===== src/rtl/i2c_bus_conditioner_if.sv =====
// Bus-side signal bundle of the I2C bus conditioner: raw pins in, filtered lines and
// bus-event pulses out. The conditioner connects through the slave modport.
interface i2c_bus_conditioner_if;
  logic scl_i;
  logic sda_i;
  logic scl_o;
  logic sda_o;
  logic scl_rise;
  logic scl_fall;
  logic start_pulse;
  logic stop_pulse;
  logic bus_busy;
  logic timeout;

  modport master (
    output scl_i, sda_i,
    input  scl_o, sda_o, scl_rise, scl_fall, start_pulse, stop_pulse, bus_busy, timeout
  );

  modport slave (
    input  scl_i, sda_i,
    output scl_o, sda_o, scl_rise, scl_fall, start_pulse, stop_pulse, bus_busy, timeout
  );
endinterface


===== src/rtl/i2c_bus_conditioner.sv =====
// I2C bus conditioner: synchronizes and glitch-filters SCL/SDA, detects START/STOP and
// tracks bus busy. Define I2C_COND_TIMEOUT_EN to add the stuck-SCL-low timeout.
module i2c_bus_conditioner #(
  parameter int unsigned FILTER_LEN     = 4,
  parameter int unsigned TIMEOUT_CYCLES = 100000
) (
  input  logic                  clk,
  input  logic                  rstn,
  i2c_bus_conditioner_if.slave  bus
);

  if (FILTER_LEN < 1 || FILTER_LEN > 15 || TIMEOUT_CYCLES < 2 || TIMEOUT_CYCLES > 32'hF_FFFF)
  begin : g_param_check
    $error("i2c_bus_conditioner: FILTER_LEN or TIMEOUT_CYCLES out of range");
  end

  typedef enum logic {IDLE = 1'b0, BUSY = 1'b1} state_e;

  typedef struct packed {
    logic       val;
    logic [3:0] cnt;
  } filt_t;

  localparam logic [3:0] CNT_LAST = 4'(FILTER_LEN - 1);

  // A line only changes once FILTER_LEN consecutive samples disagree with it.
  function automatic filt_t filter_step(input logic sample, input filt_t cur);
    filt_t nxt;
    nxt.val = cur.val;
    nxt.cnt = 4'd0;
    if (sample != cur.val) begin
      if (cur.cnt == CNT_LAST) nxt.val = sample;
      else                     nxt.cnt = cur.cnt + 4'd1;
    end
    return nxt;
  endfunction

  logic [1:0] scl_sync_q, sda_sync_q;
  filt_t      scl_q, scl_d, sda_q, sda_d;
  logic       scl_rise_q, scl_fall_q, start_q, stop_q, busy_q, timeout_q;
  logic       start_d, stop_d, timeout_d;
  state_e     state_q;

  // NOTE: every next-state value gets an unconditional assignment in always_comb, so no
  // path leaves a signal unassigned and no latch is inferred.
  always_comb begin
    scl_d   = filter_step(scl_sync_q[1], scl_q);
    sda_d   = filter_step(sda_sync_q[1], sda_q);
    // SCL must be high both before and after the SDA edge; a simultaneous SCL change
    // therefore suppresses START/STOP.
    start_d = sda_q.val & ~sda_d.val & scl_q.val & scl_d.val;
    stop_d  = ~sda_q.val & sda_d.val & scl_q.val & scl_d.val;
  end

`ifdef I2C_COND_TIMEOUT_EN
  localparam logic [19:0] TO_LAST = 20'(TIMEOUT_CYCLES - 1);

  logic [19:0] to_cnt_q, to_cnt_d;

  always_comb begin
    to_cnt_d  = 20'd0;
    timeout_d = 1'b0;
    if (state_q == BUSY && !scl_q.val) begin
      if (to_cnt_q == TO_LAST) timeout_d = 1'b1;
      else                     to_cnt_d  = to_cnt_q + 20'd1;
    end
  end

  always_ff @(posedge clk) begin
    if (!rstn) to_cnt_q <= 20'd0;
    else       to_cnt_q <= to_cnt_d;
  end
`else
  assign timeout_d = 1'b0;
`endif

  // NOTE: state is updated with non-blocking assignments so every register samples the
  // pre-edge values regardless of statement order.
  always_ff @(posedge clk) begin
    if (!rstn) begin
      scl_sync_q <= 2'b11;
      sda_sync_q <= 2'b11;
      scl_q      <= '{val: 1'b1, cnt: 4'd0};
      sda_q      <= '{val: 1'b1, cnt: 4'd0};
      scl_rise_q <= 1'b0;
      scl_fall_q <= 1'b0;
      start_q    <= 1'b0;
      stop_q     <= 1'b0;
      timeout_q  <= 1'b0;
      busy_q     <= 1'b0;
      state_q    <= IDLE;
    end else begin
      scl_sync_q <= {scl_sync_q[0], bus.scl_i};
      sda_sync_q <= {sda_sync_q[0], bus.sda_i};
      scl_q      <= scl_d;
      sda_q      <= sda_d;
      scl_rise_q <= scl_d.val & ~scl_q.val;
      scl_fall_q <= ~scl_d.val & scl_q.val;
      start_q    <= start_d;
      stop_q     <= stop_d;
      timeout_q  <= timeout_d;
      case (state_q)
        IDLE: if (start_d) begin
          state_q <= BUSY;
          busy_q  <= 1'b1;
        end
        BUSY: if (!start_d && (stop_d || timeout_d)) begin
          state_q <= IDLE;
          busy_q  <= 1'b0;
        end
        default: begin
          state_q <= IDLE;
          busy_q  <= 1'b0;
        end
      endcase
    end
  end

  assign bus.scl_o       = scl_q.val;
  assign bus.sda_o       = sda_q.val;
  assign bus.scl_rise    = scl_rise_q;
  assign bus.scl_fall    = scl_fall_q;
  assign bus.start_pulse = start_q;
  assign bus.stop_pulse  = stop_q;
  assign bus.bus_busy    = busy_q;
  assign bus.timeout     = timeout_q;

endmodule


===== src/flat_wrapper.sv =====
// flat-port wrapper written by rule: the top's interface ports become plain ports
module i2c_bus_conditioner_flat 
#(
  parameter int unsigned FILTER_LEN     = 4,
  parameter int unsigned TIMEOUT_CYCLES = 100000
)
  (clk, rstn, bus_scl_i, bus_sda_i, bus_scl_o, bus_sda_o, bus_scl_rise, bus_scl_fall, bus_start_pulse, bus_stop_pulse, bus_bus_busy, bus_timeout);
  i2c_bus_conditioner_if bus_i ();
  input  logic clk;
  input  logic rstn;
  input wire logic [$bits(bus_i.scl_i)-1:0] bus_scl_i;
  input wire logic [$bits(bus_i.sda_i)-1:0] bus_sda_i;
  output wire logic [$bits(bus_i.scl_o)-1:0] bus_scl_o;
  output wire logic [$bits(bus_i.sda_o)-1:0] bus_sda_o;
  output wire logic [$bits(bus_i.scl_rise)-1:0] bus_scl_rise;
  output wire logic [$bits(bus_i.scl_fall)-1:0] bus_scl_fall;
  output wire logic [$bits(bus_i.start_pulse)-1:0] bus_start_pulse;
  output wire logic [$bits(bus_i.stop_pulse)-1:0] bus_stop_pulse;
  output wire logic [$bits(bus_i.bus_busy)-1:0] bus_bus_busy;
  output wire logic [$bits(bus_i.timeout)-1:0] bus_timeout;
  assign bus_i.scl_i = bus_scl_i;
  assign bus_i.sda_i = bus_sda_i;
  assign bus_scl_o = bus_i.scl_o;
  assign bus_sda_o = bus_i.sda_o;
  assign bus_scl_rise = bus_i.scl_rise;
  assign bus_scl_fall = bus_i.scl_fall;
  assign bus_start_pulse = bus_i.start_pulse;
  assign bus_stop_pulse = bus_i.stop_pulse;
  assign bus_bus_busy = bus_i.bus_busy;
  assign bus_timeout = bus_i.timeout;
  i2c_bus_conditioner #(.FILTER_LEN(FILTER_LEN), .TIMEOUT_CYCLES(TIMEOUT_CYCLES)) u_core (.clk(clk), .rstn(rstn), .bus(bus_i));
endmodule

===== config.mk =====
export PLATFORM = sky130hd
export DESIGN_NAME = i2c_bus_conditioner_flat
export DESIGN_NICKNAME = d
export VERILOG_FILES = /design/src/rtl/i2c_bus_conditioner_if.sv /design/src/rtl/i2c_bus_conditioner.sv /design/src/flat_wrapper.sv
export SDC_FILE = /design/constraint.sdc
export NUM_CORES = 1
export LEC_CHECK = 0
export ABC_AREA = 1
export BUFFER_PORTS_ARGS = -buffer_cell sky130_fd_sc_hd__buf_2
export CAP_MARGIN = 20
export CELL_PAD_IN_SITES_DETAIL_PLACEMENT = 2
export CELL_PAD_IN_SITES_GLOBAL_PLACEMENT = 2
export CORE_MARGIN = 4
export CORE_UTILIZATION = 28
export DETAILED_ROUTE_END_ITERATION = 16
export PLACE_DENSITY_LB_ADDON = 0.1
export SLEW_MARGIN = 15
export SYNTH_ARGS = -nofsm -noshare
export SYNTH_HDL_FRONTEND = slang
export SYNTH_SLANG_ARGS = --single-unit

===== constraint.sdc =====
create_clock -name clk -period 1 [get_ports clk]
set_input_delay 0.1 -clock clk [delete_from_list [all_inputs] [get_ports clk]]
set_output_delay 0.1 -clock clk [all_outputs]
set_load 0.01 [all_outputs]

# [Yosys cells after proc, flatten, opt, wreduce, memory -nomap -nowiden]
# Index checks and enable logic that the tools add are counted.
[totals] ff_bits=20 input_bits=4
[classes] add_sub_neg=2 n_eq_ne=6 mux=12 bitwise_logic=16 n_reduce_logical=5
[ops] op="5-bit two-way mux" n=2
[ops] op="4-bit by 1-bit adder with 4-bit output (second input constant)" n=2
[ops] op="1-bit bitwise AND" n=8
[ops] op="4-bit by 2-bit == test with 1-bit output (second input constant)" n=2
[ops] op="4-bit two-way mux" n=2
[ops] op="1-bit inverter" n=8
[ops] op="1-bit two-way mux" n=6
[ops] op="3-bit OR reduction" n=2
[ops] op="1-bit one-hot mux with 2 select lines" n=2
[ops] op="1-bit != test" n=2
[ops] op="2-bit by 1-bit != test with 1-bit output (second input constant)" n=1
[ops] op="2-bit != test (second input constant)" n=1
[ops] op="2-bit AND reduction" n=1
[ops] op="1-bit logical AND" n=1
[ops] op="1-bit logical NOT" n=1

# [Depth between registers and ports, before layout]
[depth] depth_word=11 depth_mapped=7 ltp_nobuf=7

# [Least setup slack after synthesis]
# No wires, ideal clock.
[synth_path] kind="flip-flop to flip-flop" from="register u_core.scl_q[0] in the netlist's numbering" to="register u_core.busy_q, in the netlist u_core.bus.bus_busy" setup_time_ps=114 t_arrival_ps=921 t_required_ps=886 setup_slack_ps=-35 path_stages_with_launch=8 n_path_buf=0 period_less_slack_ps=1035 path_cell_list="dfxtp_1 -> ha_1 -> nand3_2 -> nand2_2 -> nor2_1 -> nand2_1 -> nand2_1 -> nor2_1"
[synth_via] elab_chain_cells=8 elab_cells_between_ends=10 cone_classes="eq/ne (3); mux (2); bitwise (2); reduce/logical (3)"
[synth_rtl] element="start, declared" line_no="i2c_bus_conditioner.sv:39" text="filt_t scl_q, scl_d, sda_q, sda_d;"
[synth_rtl] element="start signal, assigned" line_no="i2c_bus_conditioner.sv:83" text="scl_q <= '{val: 1'b1, cnt: 4'd0};"
[synth_rtl] element="start signal, assigned" line_no="i2c_bus_conditioner.sv:95" text="scl_q <= scl_d;"
[synth_rtl] element="4-bit by 2-bit == test with 1-bit output (*)" line_no="i2c_bus_conditioner.sv:32" text="if (cur.cnt == CNT_LAST) nxt.val = sample;"
[synth_rtl] element="1-bit two-way mux (*)" line_no="i2c_bus_conditioner.sv:32"
[synth_rtl] element="5-bit two-way mux (*)" line_no="i2c_bus_conditioner.sv:31" text="if (sample != cur.val) begin"
[synth_rtl] element="1-bit bitwise AND" line_no="i2c_bus_conditioner.sv:51" text="start_d = sda_q.val & ~sda_d.val & scl_q.val & scl_d.val;"
[synth_rtl] element="1-bit logical NOT" line_no="i2c_bus_conditioner.sv:107" text="BUSY: if (!start_d && (stop_d || timeout_d)) begin"
[synth_rtl] element="1-bit logical AND" line_no="i2c_bus_conditioner.sv:107"
[synth_rtl] element="2-bit != test (no source line)"
[synth_rtl] element="2-bit AND reduction (no source line) (*)"
[synth_rtl] element="end signal, assigned" line_no="i2c_bus_conditioner.sv:105" text="busy_q <= 1'b1;"
[synth_rtl] element="end signal, assigned" line_no="i2c_bus_conditioner.sv:109" text="busy_q <= 1'b0;"
[synth_rtl] element="end signal, assigned" line_no="i2c_bus_conditioner.sv:113" text="busy_q <= 1'b0;"
[synth_rtl] element="end, declared" line_no="i2c_bus_conditioner.sv:40" text="logic scl_rise_q, scl_fall_q, start_q, stop_q, busy_q, timeout_q;"
# Mark *: on every way between the ends. The rest lies on a longest branch, timed or not.
# A chain may end at the register's enable or synchronous reset.

# [Worst setup path after layout]
[layout_path] from="register u_core.scl_q[1] in the netlist's numbering" to="register u_core.busy_q, in the netlist u_core.bus.bus_busy"
# The elaborated chain is that of the path after synthesis.

==> flow_summary.ini <==
[setup_path]
crit_fanout = 4
reg2reg_from = u_core.scl_q[1]
r2r-end = u_core.bus.bus_busy
arrival_ns = 1.30
crit_path_start_kind = flip-flop
critPathKind = reg -> reg
startpoint = u_core.scl_q[1]
rr_worst_depth = 7
crit_path_end = u_core.bus.bus_busy
reg2reg_slack_ns = -0.09
setup.worst_path.end_class = flip-flop
required_ns = 1.21

[global_routing]
grt.overflow.total = 0
first_global_vias = 727
antenna_found_initial = 0
grt_use_total = 0.126
grt_pass1_wl_mm = 3.22
grt_max_degree = 12

[drt]
drt-pass1-iter-count = 2
drc = 0
vias_per_cell = 4.38
ant_nets = 0
wl_mm = 1.98
num_vias = 639
wire_per_inst_um = 13.6
drtIter0Drc = 6

[finish]
drive_above_1_share = 0.517
n_fill_cell = 293
nNetsFinal = 123
syn_to_final_growth_pct = 51.5
fin_area_um2 = 1100
insertedDiodeCount = 0

[die]
dieArea_um2 = 3480
num_rows = 18
start_util = 0.293
die_w_um = 59.0
io_pins = 12
fp.dieH_um = 59.0
core_area_um2 = 2480

[power_and_ir_drop]
peakVddDrop_mv = 0.643
finalPower_uw = 1350
powerDensity_nw_per_um2 = 1230
p_leak_uw = 0.000492

[status]
violations = setup timing
status = finished with violations

[sta]
period_share = 1.09
period_needed_ns = 1.09
layout_setup_ws_ns = -0.0898
hold_slack_ns = 0.0733
report.final.setup_viol = 8
finClkSkew_ns = 0.00497
fmax_ghz = 0.918
hold_viol = 0
rsz0062_at_grt = yes
final-max-slew-violation-count = 0

[min_path]
hp-class = in -> reg

[flow_run]
cap_violations = 0

[placement]
dpl.hpwl_mm = 1.24
gp_congestion = 0.666
placed_area_um2 = 903
portBuffers = 10

[yosys]
syn-num-nets = 89
synth_most_common_cell = dfxtp_1
synth_area_leader_cell = dfxtp_1
ys_top_cells_by_area = dfxtp_1, nor2_1, nand2_1, or2_2, inv_1
async_flop_share = 0
ys_top_cells_by_count = dfxtp_1, nor2_1, nand2_1
synthCells = 83
ys_ff_latch = 20
syn_area_um2 = 727
synth_edf_count = 0
postSynthAreaPerCell_um2 = 8.76
synth_top_area_frac = 0.551
synth.distinct_cells = 18
seq_area_frac_synth = 0.551
yosysWarningCount = 0
synth_ff_type = dfxtp_1

[clock_tree]
cts-root-buf = clkbuf_4
cts_tree = built
clock_path_buffers = 2
clock-sinks = 20
htree_levels = 1
numCtsBuffers = 3
cts.clk_slew.worst_paths_ns = 0.12
clkLatencyLatePin_ns = 0.31
routing by layer:
| metal | global-route usage | wire, um | vias to the layer above |
|---|---|---|---|
| li1 | - | - | 328 |
| met1 | 0.135 | 820 | 294 |
| met2 | 0.230 | 1060 | 12 |
| met3 | 0.0219 | 68 | 5 |
| met4 | 0.0680 | 31 | 0 |
| met5 | 0 | 0 | - |
placed cells by master (no fill, tap or decap):
cell type      instances
a21oi_1                4
a21oi_2                1
buf_2                  9
buf_4                 16
buf_6                  3
clkbuf_4               3
clkbuf_8               1
conb_1                 1
dfxtp_1               12
dfxtp_2                8
dlygate4sd3_1          2
ha_4                   2
inv_1                  9
inv_2                  1
nand2_1                9
nand2_4                2
nand3_1                2
nand3_4                1
nand4_1                2
nor2_1                 9
nor2_2                 2
nor2_4                 2
nor3_1                 1
nor3_2                 3
o211ai_1               3
or2_2                  6
xor2_1                 2
layout make-up:
type | count | area [um2] | area share
Clock buffer | 4 | 36.3 | 0.0330
Timing Repair Buffer | 30 | 219 | 0.199
Sequential cell | 20 | 410 | 0.373
Inverter | 10 | 37.5 | 0.0341
Multi-Input combinational cell | 52 | 360 | 0.327
Tap cell | 30 | 37.5 | 0.0341
state kept, by name, summed over array words and instances (netlist names):
register                flops
u_core.state_q              1
u_core.bus.scl_fall         1
u_core.sda_sync_q           2
u_core.sda_q                4
u_core.bus.sda_o            1
u_core.bus.scl_o            1
u_core.scl_sync_q           2
u_core.bus.start_pulse      1
u_core.bus.bus_busy         1
u_core.bus.stop_pulse       1
u_core.scl_q                4
u_core.bus.scl_rise         1
critical path: stages (launching register included):
cell and delay (ns):
dfxtp_2 0.36, ha_4 0.17, nand3_4 0.09, nand2_4 0.07
nor2_2 0.12, nand2_1 0.06, nand2_1 0.07, nor2_1 0.05
through the flow:
stage,cells,worst slack [ns],utilization,setup TNS [ns]
CTS,143,-0.0770,0.414,-0.179
detailed placement,134,-0.130,0.365,-0.597
floorplan,83,0.000514,-,0
finish,146,-0.0898,0.444,-0.449
global placement,134,-0.0979,0.365,-0.259
global route,146,-0.151,0.444,-1.36
logic make-up after synthesis:
logic type      share of synthesized area
flops                               0.551
compound gates                     0.0654
other cells                       0.00516
simple gates                        0.258
buf+inv                            0.0620
xor+xnor                           0.0241
fa+ha+maj                          0.0344
worst min-delay path by stage:
stage          startpoint              endpoint  slack [ns]  cells after the start
5_1_grt              rstn      u_core.bus.scl_o        0.08                      3
4_1_cts              rstn      u_core.bus.scl_o        0.07                      3
6_report             rstn      u_core.bus.scl_o        0.07                      3
3_3_place_gp    bus_sda_i  u_core.sda_sync_q[0]        0.29                      2
2_1_floorplan        rstn      u_core.bus.scl_o        0.17                      1
3_5_place_dp    bus_sda_i  u_core.sda_sync_q[0]        0.29                      2
report_power, final:
group	total [uW]	internal, uW	switching (uW)
logic	57.5	28.6	28.9
clock network	481	222	259
registers	811	806	4.51
what timing repair did:
item	CTS	global route
cloned	0	0
setup endpoints to repair	16	17
hold buffers	2	0
pin swaps	3	3
resized for setup	11	13
hold endpoints to repair	2	0
buffers inserted	3	3
(Power assumes the default switching activity.)
